[config.mk]
export PLATFORM = sky130hd
export DESIGN_NAME = id_stage
export DESIGN_NICKNAME = d
export VERILOG_FILES = /design/src/rtl/rv_pkg.sv /design/src/rtl/id_decode.sv /design/src/rtl/id_stage.sv
export SDC_FILE = /design/constraint.sdc
export NUM_CORES = 1
export LEC_CHECK = 0
export BUFFER_PORTS_ARGS = -buffer_cell sky130_fd_sc_hd__buf_2
export CAP_MARGIN = 20
export CORE_AREA = 2 2 139 141
export CTS_CLUSTER_DIAMETER = 50
export CTS_CLUSTER_SIZE = 28
export DETAILED_ROUTE_END_ITERATION = 7
export DIE_AREA = 0 0 141 143
export PLACE_DENSITY = 0.7
export SYNTH_ARGS = -nofsm -noshare
export SYNTH_HDL_FRONTEND = slang
export SYNTH_HIERARCHICAL = 1
export SYNTH_SLANG_ARGS = --single-unit
[constraint.sdc]
create_clock -name clk -period 4.7 [get_ports clk]
set_input_delay 0.235 -clock clk [delete_from_list [all_inputs] [get_ports clk]]
set_output_delay 0.235 -clock clk [all_outputs]
set_load 0.005 [all_outputs]
[src/rtl/rv_pkg.sv]
// Shared RV32I definitions: optype codes, opcode/funct fields, and the ID/EX bundle.
package rv_pkg;

  localparam int OPT_W = 5;

  localparam logic [OPT_W-1:0] OPT_NOP   = 5'd0;
  localparam logic [OPT_W-1:0] OPT_ADD   = 5'd1;
  localparam logic [OPT_W-1:0] OPT_SUB   = 5'd2;
  localparam logic [OPT_W-1:0] OPT_AND   = 5'd3;
  localparam logic [OPT_W-1:0] OPT_OR    = 5'd4;
  localparam logic [OPT_W-1:0] OPT_XOR   = 5'd5;
  localparam logic [OPT_W-1:0] OPT_SLL   = 5'd6;
  localparam logic [OPT_W-1:0] OPT_SRL   = 5'd7;
  localparam logic [OPT_W-1:0] OPT_SRA   = 5'd8;
  localparam logic [OPT_W-1:0] OPT_SLT   = 5'd9;
  localparam logic [OPT_W-1:0] OPT_SLTU  = 5'd10;
  localparam logic [OPT_W-1:0] OPT_ADDI  = 5'd11;
  localparam logic [OPT_W-1:0] OPT_ANDI  = 5'd12;
  localparam logic [OPT_W-1:0] OPT_ORI   = 5'd13;
  localparam logic [OPT_W-1:0] OPT_XORI  = 5'd14;
  localparam logic [OPT_W-1:0] OPT_SLTI  = 5'd15;
  localparam logic [OPT_W-1:0] OPT_SLTIU = 5'd16;
  localparam logic [OPT_W-1:0] OPT_SLLI  = 5'd17;
  localparam logic [OPT_W-1:0] OPT_SRLI  = 5'd18;
  localparam logic [OPT_W-1:0] OPT_SRAI  = 5'd19;
  localparam logic [OPT_W-1:0] OPT_LUI   = 5'd20;
  localparam logic [OPT_W-1:0] OPT_AUIPC = 5'd21;
  localparam logic [OPT_W-1:0] OPT_JAL   = 5'd22;
  localparam logic [OPT_W-1:0] OPT_JALR  = 5'd23;
  localparam logic [OPT_W-1:0] OPT_BEQ   = 5'd24;
  localparam logic [OPT_W-1:0] OPT_BNE   = 5'd25;
  localparam logic [OPT_W-1:0] OPT_BLT   = 5'd26;
  localparam logic [OPT_W-1:0] OPT_BGE   = 5'd27;
  localparam logic [OPT_W-1:0] OPT_BLTU  = 5'd28;
  localparam logic [OPT_W-1:0] OPT_BGEU  = 5'd29;
  localparam logic [OPT_W-1:0] OPT_LW    = 5'd30;
  localparam logic [OPT_W-1:0] OPT_SW    = 5'd31;

  localparam logic [6:0] OPC_OP     = 7'b0110011;
  localparam logic [6:0] OPC_OP_IMM = 7'b0010011;
  localparam logic [6:0] OPC_LUI    = 7'b0110111;
  localparam logic [6:0] OPC_AUIPC  = 7'b0010111;
  localparam logic [6:0] OPC_JAL    = 7'b1101111;
  localparam logic [6:0] OPC_JALR   = 7'b1100111;
  localparam logic [6:0] OPC_BRANCH = 7'b1100011;
  localparam logic [6:0] OPC_LOAD   = 7'b0000011;
  localparam logic [6:0] OPC_STORE  = 7'b0100011;

  localparam logic [2:0] F3_ADD_SUB = 3'b000;
  localparam logic [2:0] F3_SLL     = 3'b001;
  localparam logic [2:0] F3_SLT     = 3'b010;
  localparam logic [2:0] F3_SLTU    = 3'b011;
  localparam logic [2:0] F3_XOR     = 3'b100;
  localparam logic [2:0] F3_SRL_SRA = 3'b101;
  localparam logic [2:0] F3_OR      = 3'b110;
  localparam logic [2:0] F3_AND     = 3'b111;
  localparam logic [2:0] F3_BEQ     = 3'b000;
  localparam logic [2:0] F3_BNE     = 3'b001;
  localparam logic [2:0] F3_BLT     = 3'b100;
  localparam logic [2:0] F3_BGE     = 3'b101;
  localparam logic [2:0] F3_BLTU    = 3'b110;
  localparam logic [2:0] F3_BGEU    = 3'b111;
  localparam logic [2:0] F3_WORD    = 3'b010;
  localparam logic [2:0] F3_JALR    = 3'b000;

  localparam logic [6:0] F7_BASE = 7'b0000000;
  localparam logic [6:0] F7_ALT  = 7'b0100000;

  typedef struct packed {
    logic [OPT_W-1:0] optype;
    logic [31:0]      data1;
    logic [31:0]      data2;
    logic [31:0]      immediate;
    logic [31:0]      offset;
    logic [31:0]      ins_addr;
    logic [4:0]       rd;
    logic             valid;
  } idex_t;

  localparam idex_t IDEX_NOP = '0;

  typedef enum logic {ST_RUN, ST_STALL} id_state_e;

endpackage

[src/rtl/id_decode.sv]
// Combinational RV32I decoder: optype, immediates and register fields for the ID stage.
module id_decode
  import rv_pkg::*;
(
  input  logic [31:0]      ins,
  output logic [OPT_W-1:0] optype,
  output logic [31:0]      immediate,
  output logic [31:0]      offset,
  output logic [4:0]       rs1,
  output logic [4:0]       rs2,
  output logic [4:0]       rd,
  output logic             uses_rs1,
  output logic             uses_rs2
);

  logic [6:0]  opcode;
  logic [2:0]  f3;
  logic [6:0]  f7;
  logic [31:0] imm_i, imm_s, imm_b, imm_u, imm_j, imm_sh;
  logic        has_rd;

  assign opcode = ins[6:0];
  assign f3     = ins[14:12];
  assign f7     = ins[31:25];

  assign imm_i  = {{20{ins[31]}}, ins[31:20]};
  assign imm_s  = {{20{ins[31]}}, ins[31:25], ins[11:7]};
  assign imm_b  = {{19{ins[31]}}, ins[31], ins[7], ins[30:25], ins[11:8], 1'b0};
  assign imm_u  = {ins[31:12], 12'b0};
  assign imm_j  = {{11{ins[31]}}, ins[31], ins[19:12], ins[20], ins[30:21], 1'b0};
  assign imm_sh = {27'b0, ins[24:20]};

  always_comb begin
    // NOTE: every output gets a default first so no path through the case leaves a latch.
    optype    = OPT_NOP;
    immediate = '0;
    offset    = '0;
    uses_rs1  = 1'b0;
    uses_rs2  = 1'b0;
    has_rd    = 1'b0;
    case (opcode)
      OPC_OP: begin
        has_rd   = 1'b1;
        uses_rs1 = 1'b1;
        uses_rs2 = 1'b1;
        if (f7 == F7_BASE) begin
          case (f3)
            F3_ADD_SUB: optype = OPT_ADD;
            F3_SLL:     optype = OPT_SLL;
            F3_SLT:     optype = OPT_SLT;
            F3_SLTU:    optype = OPT_SLTU;
            F3_XOR:     optype = OPT_XOR;
            F3_SRL_SRA: optype = OPT_SRL;
            F3_OR:      optype = OPT_OR;
            F3_AND:     optype = OPT_AND;
            default:    optype = OPT_NOP;
          endcase
        end else if (f7 == F7_ALT) begin
          if (f3 == F3_ADD_SUB)      optype = OPT_SUB;
          else if (f3 == F3_SRL_SRA) optype = OPT_SRA;
        end
      end
      OPC_OP_IMM: begin
        has_rd    = 1'b1;
        uses_rs1  = 1'b1;
        immediate = imm_i;
        case (f3)
          F3_ADD_SUB: optype = OPT_ADDI;
          F3_SLT:     optype = OPT_SLTI;
          F3_SLTU:    optype = OPT_SLTIU;
          F3_XOR:     optype = OPT_XORI;
          F3_OR:      optype = OPT_ORI;
          F3_AND:     optype = OPT_ANDI;
          F3_SLL: begin
            immediate = imm_sh;
            if (f7 == F7_BASE) optype = OPT_SLLI;
          end
          F3_SRL_SRA: begin
            immediate = imm_sh;
            if (f7 == F7_BASE)     optype = OPT_SRLI;
            else if (f7 == F7_ALT) optype = OPT_SRAI;
          end
          default: optype = OPT_NOP;
        endcase
      end
      OPC_LUI: begin
        has_rd    = 1'b1;
        immediate = imm_u;
        optype    = OPT_LUI;
      end
      OPC_AUIPC: begin
        has_rd    = 1'b1;
        immediate = imm_u;
        optype    = OPT_AUIPC;
      end
      OPC_JAL: begin
        has_rd = 1'b1;
        offset = imm_j;
        optype = OPT_JAL;
      end
      OPC_JALR: begin
        if (f3 == F3_JALR) begin
          has_rd    = 1'b1;
          uses_rs1  = 1'b1;
          immediate = imm_i;
          optype    = OPT_JALR;
        end
      end
      OPC_BRANCH: begin
        uses_rs1 = 1'b1;
        uses_rs2 = 1'b1;
        offset   = imm_b;
        case (f3)
          F3_BEQ:  optype = OPT_BEQ;
          F3_BNE:  optype = OPT_BNE;
          F3_BLT:  optype = OPT_BLT;
          F3_BGE:  optype = OPT_BGE;
          F3_BLTU: optype = OPT_BLTU;
          F3_BGEU: optype = OPT_BGEU;
          default: optype = OPT_NOP;
        endcase
      end
      OPC_LOAD: begin
        if (f3 == F3_WORD) begin
          has_rd    = 1'b1;
          uses_rs1  = 1'b1;
          immediate = imm_i;
          optype    = OPT_LW;
        end
      end
      OPC_STORE: begin
        if (f3 == F3_WORD) begin
          uses_rs1  = 1'b1;
          uses_rs2  = 1'b1;
          immediate = imm_s;
          optype    = OPT_SW;
        end
      end
      default: optype = OPT_NOP;
    endcase

    // Illegal encodings collapse to a clean NOP with no register traffic.
    if (optype == OPT_NOP) begin
      immediate = '0;
      offset    = '0;
      uses_rs1  = 1'b0;
      uses_rs2  = 1'b0;
      has_rd    = 1'b0;
    end
  end

  assign rs1 = uses_rs1 ? ins[19:15] : 5'd0;
  assign rs2 = uses_rs2 ? ins[24:20] : 5'd0;
  assign rd  = has_rd   ? ins[11:7]  : 5'd0;

endmodule

[src/rtl/id_stage.sv]
// RV32I decode/issue stage: ID/EX pipeline register, write-back bypass, load-use stall, flush.
module id_stage
  import rv_pkg::*;
#(
  parameter int XLEN = 32
) (
  input  logic             clk,
  input  logic             rst,
  input  logic             if_valid,
  input  logic [31:0]      if_ins,
  input  logic [XLEN-1:0]  if_addr,
  output logic             id_ready,
  output logic [4:0]       rs1_addr,
  output logic [4:0]       rs2_addr,
  input  logic [XLEN-1:0]  rs1_data,
  input  logic [XLEN-1:0]  rs2_data,
  input  logic             wb_en,
  input  logic [4:0]       wb_rd,
  input  logic [XLEN-1:0]  wb_data,
  input  logic             clr,
  output logic [OPT_W-1:0] optype,
  output logic [XLEN-1:0]  data1,
  output logic [XLEN-1:0]  data2,
  output logic [XLEN-1:0]  immediate,
  output logic [XLEN-1:0]  offset,
  output logic [XLEN-1:0]  ins_addr,
  output logic [4:0]       rd,
  output logic             id_valid
);

  logic [OPT_W-1:0] dec_optype;
  logic [31:0]      dec_imm, dec_off;
  logic [4:0]       dec_rd;
  logic             dec_uses_rs1, dec_uses_rs2;
  logic [31:0]      op1, op2;
  logic             hazard;
  idex_t            q, d;
  id_state_e        state_q, state_d;

  id_decode u_decode (
    .ins       (if_ins),
    .optype    (dec_optype),
    .immediate (dec_imm),
    .offset    (dec_off),
    .rs1       (rs1_addr),
    .rs2       (rs2_addr),
    .rd        (dec_rd),
    .uses_rs1  (dec_uses_rs1),
    .uses_rs2  (dec_uses_rs2)
  );

  // x0 is hard zero; a same-cycle write-back overrides the stale register-file read.
  function automatic logic [31:0] read_operand(input logic [4:0] addr, input logic [31:0] rf,
                                               input logic en, input logic [4:0] wrd,
                                               input logic [31:0] wdata);
    if (addr == 5'd0)              return '0;
    else if (en && wrd == addr)    return wdata;
    else                           return rf;
  endfunction

  assign op1 = read_operand(rs1_addr, rs1_data, wb_en, wb_rd, wb_data);
  assign op2 = read_operand(rs2_addr, rs2_data, wb_en, wb_rd, wb_data);

  assign hazard = if_valid && (q.optype == OPT_LW) && (q.rd != 5'd0) &&
                  ((dec_uses_rs1 && rs1_addr != 5'd0 && rs1_addr == q.rd) ||
                   (dec_uses_rs2 && rs2_addr != 5'd0 && rs2_addr == q.rd));

  always_comb begin
    state_d  = state_q;
    d        = IDEX_NOP;
    id_ready = 1'b1;
    if (clr) begin
      state_d = ST_RUN;
    end else if (state_q == ST_RUN && hazard) begin
      id_ready = 1'b0;
      state_d  = ST_STALL;
    end else begin
      state_d = ST_RUN;
      if (if_valid) d = '{dec_optype, op1, op2, dec_imm, dec_off, if_addr, dec_rd, 1'b1};
    end
  end

  always_ff @(posedge clk) begin
    // NOTE: reset is synchronous and active-low, so it is tested only inside the clocked branch.
    if (!rst) begin
      state_q <= ST_RUN;
      q       <= IDEX_NOP;
    end else begin
      state_q <= state_d;
      q       <= d;
    end
  end

  assign optype    = q.optype;
  assign data1     = q.data1;
  assign data2     = q.data2;
  assign immediate = q.immediate;
  assign offset    = q.offset;
  assign ins_addr  = q.ins_addr;
  assign rd        = q.rd;
  assign id_valid  = q.valid;

endmodule
==> out/metrics.yaml, run 1 <==
status:
  status: "finished clean"
floorplanning:
  fp-row-count: 50
  die_y_um: 143
  core_area_um2: 18600
  die_x_um: 141
  start_util: 0.410
  die-area_um2: 20200
  top_level_ports: 352
detailed_routing:
  avgViaCountPerCell: 4.97
  wire_per_inst_um: 17.9
  dr.pass1.iters: 5
  drtAntennaViolNets: 0
  routed_wl_um: 23300
  num_vias: 6465
  drtIter0Drc: 293
  drc: 0
power_and_ir_drop:
  p_clk_frac: 0.460
  power_density_nw_per_um2: 308
  p_switching_mw: 0.724
  power_leakage_nw: 5.14
  p_int_mw: 2.43
  power_mw: 3.16
  combinationalPowerShare: 0.075
  pwr-share-seq: 0.465
  irDropWorstVdd_mv: 0.247
  swShare: 0.229
clock_network:
  cts-htree-levels: 4
  cts_inserted_buffers: 17
  clock-sinks: 172
  ctsResizeCount: 0
  cts_root_buffer: "clkbuf_16"
  worstSkewPairLatency_ns: 0.42
  cts_tree: "done"
  clkTransAtPathRegs_ns: 0.06
  cts_buffer_depth: 2
sta:
  skew_ns: 0.00947
  finalSetupTns_ns: 0
  worst_pin_slew_ns: 1.05
  slew_headroom: 0.297
  period_minus_slack_ns: 4.17
  finalHoldViolCount: 0
  rsz0062_at_grt: "false"
  setup_viol: 0
  maxSlewViolCount: 0
  max_freq_mhz: 240
  period_share: 0.887
  final.setup.worst_slack_ns: 0.530
hold_path:
  hp-class: "in -> reg"
  min_from: "if_addr[7]"
  whs_path_depth: 2
  min_to: "ins_addr[7]$_SDFF_PP0_"
yosys:
  yosysWarnings: 6
  synth.distinct_cells: 58
  avgSynthCellArea_um2: 10.6
  ys_seq_elements: 172
  ys_seq_area_frac: 0.452
  netlist_area_um2: 7610
  synth.largest_area_cell: "dfxtp_1"
  synth_top_area_frac: 0.452
  syn_inst: 719
  syn-num-nets: 889
  synthTopCellsByArea: "dfxtp_1, and2_1, mux2i_1"
setup_path:
  startpoint_type: "primary input"
  slowest_delay_ns: 0.96
  crit_required_ns: 4.47
  path_buf_inv: 3
  ff2ff_path_depth: 6
  r2r_setup_slack_ns: 2.66
  cp_slowest_cell: "nor4_4"
  crit_top_cell: "buf_2"
  endpoint_kind: "primary output"
  cp_data_arrival_time_ns: 3.93
  r2r-start: "rd[2]$_SDFF_PP0_"
  critical_path_class: "in -> out"
  path_max_fanout: 28
  r2r_end: "data2[27]$_SDFF_PP0_"
  path_cells: "buf_2, nand3b_1, nor3_1, buf_4, o21ai_0, nand4_1, nor4_4, a21oi_2, or4_4, o211ai_2, o22ai_2, and2_4, nand2b_1, buf_2"
  critPathTopFamily: "simple AND/OR/NAND/NOR gates"
  cp-startpoint: "if_ins[5]"
finish:
  ff_latch_area_um2: 3440
  fillers: 1679
  post_route_cells_drive_above_1_share: 0.487
  final_common_cell: "buf_2"
  multi_input_area_um2: 3730
  finalNetCount: 1223
  syn2layout_area_growth_pct: 34.8
  n_antenna_cell: 0
  final_cell_mix: "buf_2, dfxtp_1, and2_1"
  utilization: 0.552
grt:
  gr-total-overflow: 0
  grt_use_total: 0.221
  grt_pass1_vias: 6197
  grt_pass1_wl_um: 34600
  antenna_found_initial: 2
  grt_max_degree: 108
place:
  post-place-ws_ns: 0.502
  hpwl_um: 17300
  place_congestion: 0.955
  port_buffers: 351
job:
  drv_cap: 0
[kinds of logic (layout without fill, tap and decap cells)]
family	Yosys count	in the layout	share of synthesized area
simple gates	274	274	0.265
flops	172	172	0.452
compound gates	106	106	0.110
buf+inv	81	428	0.0636
mux	65	65	0.0855
xor+xnor	20	20	0.0230
other cells	1	1	0.000493
[synthesized netlist by cell type (all sizes together)]
| cell | number |
|---|---|
| and3 | 1 |
| or4 | 5 |
| conb | 1 |
| mux2i | 65 |
| nor4 | 72 |
| nand4b | 1 |
| o2111ai | 2 |
| nand3 | 7 |
| xor2 | 8 |
| nand3b | 2 |
| o22ai | 2 |
| o21a | 1 |
| o32ai | 1 |
| a31oi | 1 |
| a22oi | 11 |
| a211oi | 3 |
| o31ai | 1 |
| nand2b | 3 |
| nand2 | 32 |
| or2 | 3 |
| or3 | 4 |
| and2 | 115 |
| o211ai | 3 |
| buf | 42 |
| dfxtp | 172 |
| inv | 8 |
| nor2b | 2 |
| nand4bb | 1 |
| a21boi | 2 |
| xnor2 | 12 |
| o21ai | 8 |
| nand4 | 5 |
| or4b | 2 |
| nor3 | 8 |
| a21o | 19 |
| clkbuf | 31 |
| nor2 | 11 |
| a21oi | 52 |
[worst reg2reg max path, stage by stage (launching register included)]
cell	delay, ns
dfxtp_1	0.43
or4_1	0.14
nor2_1	0.04
nor3_1	0.45
and2_4	0.52
buf_12	0.24
nor4_1	0.08
[routing by layer]
layer,vias up,GRT usage,wire [µm]
met1,3030,0.263,9330
li1,3172,-,-
met2,232,0.399,12200
met3,27,0.0506,1330
met5,-,0,27
met4,4,0.0653,341
[power by group through the flow]
stage	Clock [mW]	Sequential [mW]	Combinational, mW
CTS	1.48	1.47	0.236
floorplan	0	1.50	0.105
global placement	0	1.50	0.222
detailed placement	0	1.50	0.222
global route	1.55	1.47	0.256
finish	1.45	1.47	0.236
[sequential cells by signal (all words and copies together) (netlist names)]
name	cells
data1	32
id_valid	1
state_q	1
optype	5
data2	32
ins_addr	32
immediate	32
rd	5
offset	32
[worst max path at each step]
stage                                 to  slack, ns  depth (start not counted)
floorplan           data1[10]$_SDFF_PP0_       1.34                         15
global placement    data2[30]$_SDFF_PP0_       0.58                         14
detailed placement  data2[30]$_SDFF_PP0_       0.50                         14
CTS                             id_ready       0.55                         14
global route                    id_ready       0.31                         14
finish                          id_ready       0.53                         14
[what timing repair did]
item / CTS / global route
hold endpoints to repair: 20 / 0
hold buffers: 20 / 0
setup buffers: 0 / 0
[layout make-up]
type | instances | area share
clock buffer | 21 | 0.0439
clock inverter | 11 | 0.0156
inverter | 8 | 0.00293
multi-input combinational | 466 | 0.364
sequential | 172 | 0.336
tap | 234 | 0.0285
timing repair buffer | 388 | 0.209
[metrics by stage]
step | hold WS [ns] | std cells | instance area [µm²]
5_1_grt | 0.00179 | 1300 | 10300
6_report | 0.0181 | 1300 | 10300
3_5_place_dp | 0.437 | 1248 | 9450
3_3_place_gp | 0.434 | 1248 | 9450
4_1_cts | 0.00128 | 1300 | 10300
2_1_floorplan | 0.357 | 719 | 7610
Note: power is estimated with default switching activity, not from simulation.
==> run 2, diff against run 1 <==
--- a/constraint.sdc
+++ b/constraint.sdc
@@ -3,2 +3,2 @@
 set_output_delay 0.235 -clock clk [all_outputs]
-set_load 0.005 [all_outputs]
+set_load 0.05 [all_outputs]
==> out/metrics.yaml, run 2 (synthesized netlist as in run 1, its figures left out) <==
clock_network:
  clock-sinks: 172  # unchanged
  cts-htree-levels: 4  # unchanged
  worstSkewPairLatency_ns: 0.42  # about the same
  cts_tree: "done"  # unchanged
  cts_inserted_buffers: 17  # unchanged
  cts_buffer_depth: 2  # unchanged
  post_cts_buffers: 0  # unchanged
  ctsResizeCount: 0  # unchanged
  clkTransAtPathRegs_ns: 0.07  # was 0.06 ns
  holdBufCountCts: 21  # was 20
  cts_root_buffer: "clkbuf_16"  # unchanged
detailed_routing:
  routed_wl_um: 23300  # about the same
  drtAntennaViolNets: 0  # unchanged
  avgViaCountPerCell: 4.93  # was 4.97
  drc: 0  # unchanged
  num_vias: 6411  # was 6465
  wire_per_inst_um: 17.9  # about the same
  drtIter0Drc: 378  # was 293
  dr.pass1.iters: 5  # unchanged
grt:
  grt_pass1_wl_um: 34500  # was 34600 µm
  grt_max_degree: 108  # unchanged
  gr-total-overflow: 0  # unchanged
  grt_pass1_vias: 6124  # was 6197
  antenna_found_initial: 2  # unchanged
  grt_use_total: 0.222  # was 0.221
sta:
  rsz0062_at_grt: "false"  # unchanged
  skew_ns: 0.00826  # was 0.00947 ns
  max_freq_mhz: 247  # was 240 MHz
  finalSetupTns_ns: 0  # unchanged
  slew_headroom: 0.255  # was 0.297
  period_share: 0.861  # was 0.887
  maxSlewViolCount: 0  # unchanged
  finalHoldViolCount: 0  # unchanged
  final.setup.worst_slack_ns: 0.656  # was 0.530 ns
  setup_viol: 0  # unchanged
  worst_pin_slew_ns: 1.11  # was 1.05 ns
  period_minus_slack_ns: 4.04  # was 4.17 ns
floorplanning:
  fp-row-count: 50  # unchanged
  die_y_um: 143  # unchanged
  die_x_um: 141  # unchanged
  die-area_um2: 20200  # unchanged
  core_area_um2: 18600  # unchanged
  start_util: 0.410  # unchanged
  top_level_ports: 352  # unchanged
place:
  post-place-ws_ns: 0.629  # was 0.502 ns
  place_congestion: 0.939  # was 0.955
  hpwl_um: 17200  # was 17300 µm
  port_buffers: 351  # unchanged
finish:
  final_cell_mix: "buf_2, dfxtp_1, and2_1"  # unchanged
  post_route_cells_drive_above_1_share: 0.486  # was 0.487
  multi_input_area_um2: 3730  # unchanged
  syn2layout_area_growth_pct: 33.7  # was 34.8%
  finalNetCount: 1221  # was 1223
  final_common_cell: "buf_2"  # unchanged
  ff_latch_area_um2: 3440  # unchanged
  fillers: 1709  # was 1679
setup_path:
  path_max_fanout: 17  # was 28
  endpoint_kind: "primary output"  # unchanged
  critical_path_class: "in -> out"  # unchanged
  cp_data_arrival_time_ns: 3.81  # was 3.93 ns
  startpoint_type: "primary input"  # unchanged
  crit_required_ns: 4.47  # about the same
power_and_ir_drop:
  irDropWorstVdd_mv: 0.254  # was 0.247 mV
  p_switching_mw: 0.777  # was 0.724 mW
  pwr-share-seq: 0.473  # was 0.465
  p_int_mw: 2.33  # was 2.43 mW
  p_clk_frac: 0.442  # was 0.460
  power_leakage_nw: 5.10  # was 5.14 nW
  combinationalPowerShare: 0.086  # was 0.075
  power_density_nw_per_um2: 305  # was 308 nW/µm²
  swShare: 0.250  # was 0.229
job:
  drv_cap: 0  # unchanged
status:
  status: "finished clean"  # unchanged
hold_path:
  hp-class: "in -> reg"  # unchanged
[run 2: cell types whose count changed in the layout (fill, tap and decap cells not counted)]
cell           before  now
dlygate4sd3_1      20   22
clkinv_4            3    2
buf_12              5    2
inv_6               1    4
buf_4              12   11
clkinv_2            1    2
clkbuf_1            3    1
clkinvlp_4          1    2
diode_2             0    2
bufinv_16           3    1
[run 2: metrics by stage]
step / power, mW / std cells / hold WS [ns] / area [µm²] / utilization
after floorplan: 1.64 / 719 / 0.357 / 7610 / -
after global placement: 1.75 / 1244 / 0.434 / 9380 / 0.505
after detailed placement: 1.75 / 1244 / 0.437 / 9380 / 0.505
after CTS: 3.13 / 1297 / 0.00193 / 10200 / 0.547
after global routing: 3.22 / 1300 / 0.00256 / 10200 / 0.548
final: 3.11 / 1300 / 0.0213 / 10200 / 0.548
[run 2: worst paths after layout]
| check | start | endpoint | slack [ns] | depth (start not counted) |
|---|---|---|---|---|
| max | if_ins[5] | id_ready | 0.66 | 13 |
| min | if_addr[9] | ins_addr[9]$_SDFF_PP0_ | 0.02 | 2 |
| max reg2reg | rd[1]$_SDFF_PP0_ | data1[4]$_SDFF_PP0_ | 2.73 | 6 |
| min reg2reg | optype[4]$_SDFF_PP0_ | state_q$_SDFF_PP0_ | 0.68 | 3 |
[run 2: final cells by class]
cell class / instances / area share
diodes: 2 / 0.000492
inverters: 8 / 0.00295
clock inverters: 13 / 0.0128
repair buffers: 386 / 0.206
multi-input cells: 466 / 0.367
clock buffers: 19 / 0.0435
well taps: 234 / 0.0288
flip-flops and latches: 172 / 0.338
[run 2: worst max-delay path: stages]
cell	delay, ns
buf_2	0.17
nand3b_1	0.21
nor3_2	0.21
nor3_1	0.25
nand4_1	0.22
nor4_4	0.84
a21oi_2	0.22
or4_4	0.61
o211ai_2	0.17
o22ai_2	0.13
and2_4	0.17
nand2b_1	0.06
buf_2	0.31
[run 2: power by group through the flow]
stage          clock network, mW  logic [mW]  registers, mW
3_3_place_gp                   0       0.250           1.50
6_report                    1.37       0.267           1.47
5_1_grt                     1.47       0.287           1.47
3_5_place_dp                   0       0.252           1.50
4_1_cts                     1.40       0.266           1.47
2_1_floorplan                  0       0.105           1.53
[run 2: per-layer routing]
layer	routed length (µm)	global-route usage	vias up
met4	383	0.0705	0
met5	0	0	-
li1	-	-	3173
met3	1540	0.0617	28
met1	9620	0.267	2950
met2	11700	0.385	260
==> run 3, diff against run 2 <==
- CORE_AREA: 2 2 139 141 -> 2 2 137 139
- DIE_AREA: 0 0 141 143 -> 0 0 139 141
- PLACE_DENSITY: 0.7 -> 0.72
- clock period: 4.7 -> 5.07 ns (I/O delays scaled with it)
==> out/metrics.yaml, run 3 (synthesized netlist as in run 1, its figures left out) <==
status:
  status: "finished clean"  # unchanged
sta:
  worst_pin_slew_ns: 1.04  # was 1.11 ns
  skew_ns: 0.0251  # was 0.00826 ns
  slew_headroom: 0.309  # was 0.255
  final.setup.worst_slack_ns: 0.839  # was 0.656 ns
  finalHoldViolCount: 0  # unchanged
  finalSetupTns_ns: 0  # unchanged
  max_freq_mhz: 236
  period_share: 0.835
  hold_ws_ns: 0.0192  # was 0.0213 ns
  rsz0062_at_grt: "false"  # unchanged
  period_minus_slack_ns: 4.23
  setup_viol: 0  # unchanged
  maxSlewViolCount: 0  # unchanged
clock_network:
  clock-sinks: 172  # unchanged
  cts_tree: "done"  # unchanged
  post_cts_buffers: 0  # unchanged
  worstSkewPairLatency_ns: 0.43  # was 0.42 ns
  clkTransAtPathRegs_ns: 0.07  # about the same
  cts-htree-levels: 4  # unchanged
  cts_buffer_depth: 2  # unchanged
  cts_inserted_buffers: 17  # unchanged
  ctsResizeCount: 0  # unchanged
  cts_root_buffer: "clkbuf_16"  # unchanged
setup_path:
  slowest_delay_ns: 0.68  # was 0.84 ns
  path_cells: "buf_2, or4b_4, nor4_4, nor3_1, nand4_1, nor4_4, buf_6, a21oi_2, xnor2_1, nand4_1, o22ai_2, and2_4, nand2b_1, buf_2"  # was buf_2, nand3b_1, nor3_2, nor3_1, nand4_1, nor4_4, a21oi_2, or4_4, o211ai_2, o22ai_2, and2_4, nand2b_1, buf_2
  r2r-start: "rd[1]$_SDFF_PP0_"  # unchanged
  cp-startpoint: "if_ins[13]"  # was if_ins[5]
  path_buf_inv: 3  # was 2
  critical_path_class: "in -> out"  # unchanged
  cp_data_arrival_time_ns: 3.98  # was 3.81 ns
  startpoint_type: "primary input"  # unchanged
  path_max_fanout: 51  # was 17
  crit_required_ns: 4.82  # was 4.47 ns
  cp_slowest_cell: "and2_4"  # was nor4_4
  endpoint_kind: "primary output"  # unchanged
  critPathTopFamily: "simple AND/OR/NAND/NOR gates"  # unchanged
grt:
  antenna_found_initial: 3  # was 2
  grt_pass1_wl_um: 35000  # was 34500 µm
  grt_max_degree: 106  # was 108
  gr-total-overflow: 0  # unchanged
  grt_use_total: 0.228  # was 0.222
  grt_pass1_vias: 6243  # was 6124
finish:
  final_cell_mix: "buf_2, dfxtp_1, and2_1"  # unchanged
  finalNetCount: 1205  # was 1221
  final_common_cell: "buf_2"  # unchanged
  multi_input_area_um2: 3730  # unchanged
  fillers: 1646  # was 1709
  syn2layout_area_growth_pct: 31.8  # was 33.7%
  instances_no_fill: 1285  # was 1300
  utilization: 0.549  # was 0.548
  ff_latch_area_um2: 3440  # unchanged
  fin_area_um2: 10000  # was 10200 µm²
  post_route_cells_drive_above_1_share: 0.497  # was 0.486
detailed_routing:
  wire_per_inst_um: 18.1  # was 17.9 µm
  avgViaCountPerCell: 5.09  # was 4.93
  num_vias: 6535  # was 6411
  drtIter0Drc: 325  # was 378
  drtAntennaViolNets: 0  # unchanged
  dr.pass1.iters: 4  # was 5
  routed_wl_um: 23200  # was 23300 µm
  drc: 0  # unchanged
place:
  hpwl_um: 17300  # was 17200 µm
  post-place-ws_ns: 0.430  # was 0.629 ns
  dp_cells: 1244  # unchanged
  place_congestion: 1.03  # was 0.939
  port_buffers: 351  # unchanged
  postPlaceCellArea_um2: 9370  # was 9380 µm²
floorplanning:
  start_util: 0.417  # was 0.410
  core_area_um2: 18300  # was 18600 µm²
  die-area_um2: 19600  # was 20200 µm²
  top_level_ports: 352  # unchanged
  die_x_um: 139  # was 141 µm
  fp-row-count: 50  # unchanged
  die_y_um: 141  # was 143 µm
power_and_ir_drop:
  power_leakage_nw: 5.03  # was 5.10 nW
  power_mw: 2.90  # was 3.11 mW
  irDropWorstVdd_mv: 0.227  # was 0.254 mV
  power_density_nw_per_um2: 289  # was 305 nW/µm²
hold_path:
  hp-class: "in -> reg"  # unchanged
  min_from: "if_addr[15]"  # was if_addr[9]
job:
  drv_cap: 0  # unchanged
run 3: cell count changes in the layout (fill, tap and decap cells not counted), sizes merged:
| cell | delta |
|---|---|
| diode | +1 |
| clkinvlp | +2 |
| dlygate4sd3 | -19 |
| clkbuf | +1 |
| buf | +1 |
| clkinv | -1 |
run 3: where the power goes:
group          total (mW)  leakage (nW)  internal (mW)  switching (mW)
Combinational       0.237          3.36         0.0897           0.147
Clock                1.30         0.281          0.711           0.589
Sequential           1.36          1.39           1.36         0.00218
Total                2.90          5.03           2.16           0.739
run 3: worst reg2reg max path: stages (launching register included):
cell and delay [ns]:
dfxtp_1 0.44, or4_1 0.16, nor2_1 0.04, nor3_1 0.52
and2_4 0.74, buf_4 0.40, nor4_1 0.10
run 3: layout make-up:
type	count	share of cell area
antenna	3	0.000749
sequential	172	0.343
inverter	8	0.00299
multi-input combinational	466	0.372
clock inverter	14	0.0155
tap	234	0.0292
timing repair buffer	370	0.192
clock buffer	18	0.0438
run 3: final timing paths:
path	cells after the start	slack, ns	endpoint
setup / recovery	14	0.84	id_ready
hold / removal	2	0.02	ins_addr[15]$_SDFF_PP0_
setup reg to reg	6	2.53	data2[27]$_SDFF_PP0_
hold reg to reg	4	0.75	state_q$_SDFF_PP0_
run 3: repair_timing:
item	CTS	global route
setup endpoints to repair	0	0
hold buffers	2	1
hold endpoints to repair	2	1
run 3: routing by layer:
| layer | vias to the layer above | GRT usage | wire length, µm |
|---|---|---|---|
| li1 | 3135 | - | - |
| met1 | 3073 | 0.276 | 9300 |
| met2 | 286 | 0.391 | 11700 |
| met3 | 41 | 0.0611 | 1670 |
| met4 | 0 | 0.0872 | 580 |
| met5 | - | 0 | 0 |
